==> src/rtl/oam_dma_ctrl.sv <==
// OAM DMA: an FF46 write copies 160 bytes from {src_hi,00..9F} into OAM, one byte per READ/WRITE slot pair, 321 cycles.
// No backpressure: the run is fixed-rate, and a new FF46 write restarts it at once. DMA_ECHO_REMAP_EN folds E0-FF sources onto C0-DF.
module oam_dma_ctrl (
    input  logic        clk4,
    input  logic        reset,
    input  logic        cpu_wr,
    input  logic        cpu_rd,
    input  logic        ff46,
    input  logic [7:0]  d_in,
    output logic [7:0]  d_out,
    output logic        d_out_en,
    input  logic [7:0]  dma_din,
    output logic [15:0] dma_a,
    output logic [7:0]  oam_a,
    output logic [7:0]  oam_dout,
    output logic        oam_dma_wr,
    output logic        dma_run,
    output logic        vram_to_oam,
    output logic        dma_addr_ext
);

    typedef enum logic [1:0] {
        IDLE  = 2'd0,
        START = 2'd1,
        READ  = 2'd2,
        WRITE = 2'd3
    } state_t;

    localparam logic [7:0] LAST_IDX = 8'd159;

    state_t     r_state;
    logic [7:0] r_src_hi;
    logic [7:0] r_idx;
    logic [7:0] r_data;

    logic       w_restart;
    logic       w_run;
    logic [7:0] w_src_eff;

    assign w_restart = cpu_wr & ff46;
    assign w_run     = (r_state == READ) || (r_state == WRITE);

`ifdef DMA_ECHO_REMAP_EN
    // Echo RAM E000-FFFF mirrors C000-DFFF; only the bus address is folded, the register keeps the written byte.
    assign w_src_eff = (r_src_hi[7:5] == 3'b111) ? {r_src_hi[7:6], 1'b0, r_src_hi[4:0]} : r_src_hi;
`else
    assign w_src_eff = r_src_hi;
`endif

    always_ff @(posedge clk4 or posedge reset) begin
        if (reset) begin
            r_state  <= IDLE;
            r_src_hi <= 8'h00;
            r_idx    <= 8'h00;
            r_data   <= 8'h00;
        end else if (w_restart) begin
            r_src_hi <= d_in;
            r_idx    <= 8'h00;
            r_state  <= START;
        end else begin
            case (r_state)
                IDLE:  r_state <= IDLE;
                START: r_state <= READ;
                READ: begin
                    r_data  <= dma_din;
                    r_state <= WRITE;
                end
                WRITE: begin
                    if (r_idx == LAST_IDX) begin
                        r_idx   <= 8'h00;
                        r_state <= IDLE;
                    end else begin
                        r_idx   <= r_idx + 8'd1;
                        r_state <= READ;
                    end
                end
                default: r_state <= IDLE;
            endcase
        end
    end

    assign dma_run      = w_run;
    assign dma_a        = w_run ? {w_src_eff, r_idx} : 16'h0000;
    // A restart landing on a WRITE slot kills that write; the new run starts clean at idx 0.
    assign oam_dma_wr   = (r_state == WRITE) & ~w_restart;
    assign oam_a        = (r_state == WRITE) ? r_idx  : 8'h00;
    assign oam_dout     = (r_state == WRITE) ? r_data : 8'h00;
    assign vram_to_oam  = w_run & (dma_a[15:13] == 3'b100);
    assign dma_addr_ext = w_run & (dma_a[15:13] != 3'b100);
    assign d_out        = r_src_hi;
    assign d_out_en     = cpu_rd & ff46 & ~reset;

endmodule
==> config.mk <==
export PLATFORM = sky130hd
export DESIGN_NAME = oam_dma_ctrl
export DESIGN_NICKNAME = d
export VERILOG_FILES = /design/src/rtl/oam_dma_ctrl.sv
export SDC_FILE = /design/constraint.sdc
export NUM_CORES = 1
export LEC_CHECK = 0
export BUFFER_PORTS_ARGS = -buffer_cell sky130_fd_sc_hd__buf_4
export CAP_MARGIN = 10
export CORE_ASPECT_RATIO = 2
export CORE_MARGIN = 3
export CORE_UTILIZATION = 39
export DETAILED_ROUTE_END_ITERATION = 10
export PLACE_DENSITY = 0.71
export RECOVER_POWER = 100
export SYNTH_ARGS = -nofsm -noshare
export SYNTH_HDL_FRONTEND = slang
export SYNTH_SLANG_ARGS = --single-unit
==> constraint.sdc <==
create_clock -name clk4 -period 2 [get_ports clk4]
set_input_delay 0.2 -clock clk4 [delete_from_list [all_inputs] [get_ports clk4]]
set_output_delay 0.2 -clock clk4 [all_outputs]
set_load 0.1 [all_outputs]
==> parameters.txt <==
Parameter                              Value

Run status
  Result of the run    completed

Cells and area
  Antenna cell count    0
  Total non-filler cell area in the finished layout    1850 um2
  Commonest non-fill, non-tap cell in the layout    clkbuf_2
  Count of fill cells added during filler insertion    367
  Fraction of final layout cells with drive strength greater than 1    35.2%
  Final nets    236
  Most used cells in the layout excluding fill and tap cells    41 x clkbuf_2, 35 x nand2_1, 25 x dfrtp_1, 22 x buf_4, 19 x and3_1
  Growth of design area from synthesis to finish    31.7%
  Finished Core Util    54.0%

Timing
  Worst-Margin Slew    1.35 ns
  Setup WS post-layout    0.133 ns
  Final period utilization    93.4%
  Peak clock frequency supported by timing    536 MHz
  Final Hold Violating Endpoints    0
  Count of endpoints failing setup in the final report    0
  Setup Total Neg Slack    0 ns
  Post-Route Skew    0.00609 ns
  Worst max-slew margin expressed relative to the limit    9.92%
  Final Critical Period    1.87 ns
  Setup repair after global routing missed its margin    false
  Max-slew violations    0

Worst setup path
  Reg-to-reg setup timing slack    0.31 ns
  Crit-path max FO    13
  CP Class    reg -> out
  Capturing element type of the critical path    output port
  Sequence of cells on the critical path    buf_4 -> and3_1 -> clkbuf_2
  Req. time, crit path    1.80 ns
  Critical path data arrival time    1.67 ns
  Startpoint types    register
  Slowest CP cell    dfrtp_1
  Critical Path Max Stage Delay    0.49 ns

Synthesis
  Syn. warnings    0
  Library cell occupying the most area in the post-synthesis netlist    dfrtp_1
  Mapped cell area    1400 um2
  Number of cells produced by synthesis    152
  Post-synthesis net count    174
  Per-instance average area after synthesis    9.22 um2
  Area fraction of the dominant cell type after synthesis    46.4%
  Flop and latch count out of synthesis    26
  Cell variety after synth    23
  Main area contributors after synthesis    dfrtp_1 46%, nand2_1 9.4%, mux2_4 8.6%, and3_1 8.5%, and2_1 7.1%
  Seq/Total Area, Yosys    46.4%

Placed design
  Cell area reported after detailed placement    1930 um2
  PortBufs    65
  Detailed placer's ending HPWL    2820 um
  Routability congestion estimate from global placement    0.811
  Pre-CTS setup slack    0.354 ns

Clocking
  Clock tree from TritonCTS    built
  CTS Buffer Depth    2
  Number of buffers inserted during clock tree synthesis    3
  Sink count of the clock tree    26
  Setup Buffers After CTS    0
  Number of gates resized after CTS    0
  Clock-pin slew reported for the worst setup and hold paths after clock tree synthesis    0.08 ns
  Root cell of the clock tree    clkbuf_8
  Clock latency on the worst-skew pair    0.27 ns
  Number of levels the H-tree was split into    1
  Post-CTS Hold Fix Bufs    0

Global routing
  First-pass GRT wire length    6360 um
  Via count of the first global-routing pass    1355
  GRT Residual Overflow    0
  Maximum number of pins on one net before global-route repair    37
  Antenna violations before repair    0
  Total routing usage reported by global routing    18.0%

Die
  Die Span X    48.4 um
  Overall die area    4390 um2
  Die H    90.8 um
  Area of the placeable core    3420 um2
  Site Rows    30
  Starting density of the core    41.0%
  Number of primary I/O pins    66

Detailed routing
  Iter 0 DRT Violations    29
  Post-DR vias/cell    4.98
  Total number of vias    1301
  Detail-routed net length per standard cell    14.3 um
  DRC viols    0
  Post-route ant nets    0
  TritonRoute pass-1 iters    4
  Routed wire length    3750 um

Pwr
  Total power density per cell area    1200 nW/um2
  Highest ir drop seen on vdd    694 uV
  P_leak    1.02 nW

Run
  Maxcap violations    0

Hold path
  Type of the tightest min-delay check    in -> reg
-- critical path, delay by kind of cell (launching register included) --
kind | cells | cell delay [ns]
flip-flops | 1 | 0.49
buffers and inverters | 2 | 0.70
AND/OR/NAND/NOR | 1 | 0.21
-- kinds of logic (layout without fill, tap and decap cells) --
group           Yosys count  count (layout)  synth area share [%]
compound gates           10              10                  4.73
xor+xnor                  4               4                  2.50
fa+ha+maj                 1               1                 0.893
buf+inv                  14              75                  5.09
flops                    26              26                  46.4
mux                       8               8                  8.57
simple gates             89              89                  31.8
-- final cells by class --
type / count / area (um2) / area share [%]
clock buffer: 4 / 55.1 / 2.98
tap: 48 / 60.1 / 3.25
inverter: 3 / 11.3 / 0.610
multi-input combinational: 112 / 671 / 36.3
timing repair buffer: 68 / 397 / 21.5
sequential: 26 / 652 / 35.3
-- per-stage QoR --
step | cells | total power, mW | hold slack [ns]
after global placement | 257 | 1.98 | 0.366
after detailed placement | 257 | 2.00 | 0.371
after floorplan | 152 | 1.74 | 0.246
after global routing | 261 | 2.30 | 0.117
final | 261 | 2.21 | 0.124
after CTS | 261 | 2.34 | 0.0733
-- state kept, by name (all words and copies together), names as in the netlist --
| register | count |
|---|---|
| r_state | 2 |
| r_data | 8 |
| d_out | 8 |
| r_idx | 8 |
-- path summary, 6_finish.rpt --
path,from,endpoint,cells after the start
max,r_state[0],oam_a[5],3
min reg2reg,d_out[1],d_out[1],2
min,d_in[7],d_out[7],3
max in group asynchronous,reset,d_out[7],3
min in group asynchronous,reset,d_out[6],3
max reg2reg,r_idx[0],r_idx[5],5
-- where the power goes --
part           total (mW)  internal (mW)  switching (mW)
sequential          0.714          0.626          0.0884
combinational        1.16          0.208           0.952
clock               0.336          0.176           0.161
-- layer usage --
metal	wire length (um)	share of wire (%)	global-route usage (%)
met5	0	0	0
met4	58	1.5	9.50
met3	250	6.7	4.63
met2	2020	54	32.5
met1	1420	38	18.6
-- synth_stat cells (all sizes together) --
library cell,number
nand2,35
dfrtp,26
and3,19
and2,17
clkbuf,8
mux2,8
nor2,8
nand3,5
o21ai,4
xor2,4
buf,3
inv,3
a21oi,2
a31oi,2
nor3,2
a311oi,1
a41oi,1
and4,1
ha,1
nand4,1
or3,1
Note: power is estimated with default switching activity, not from simulation.
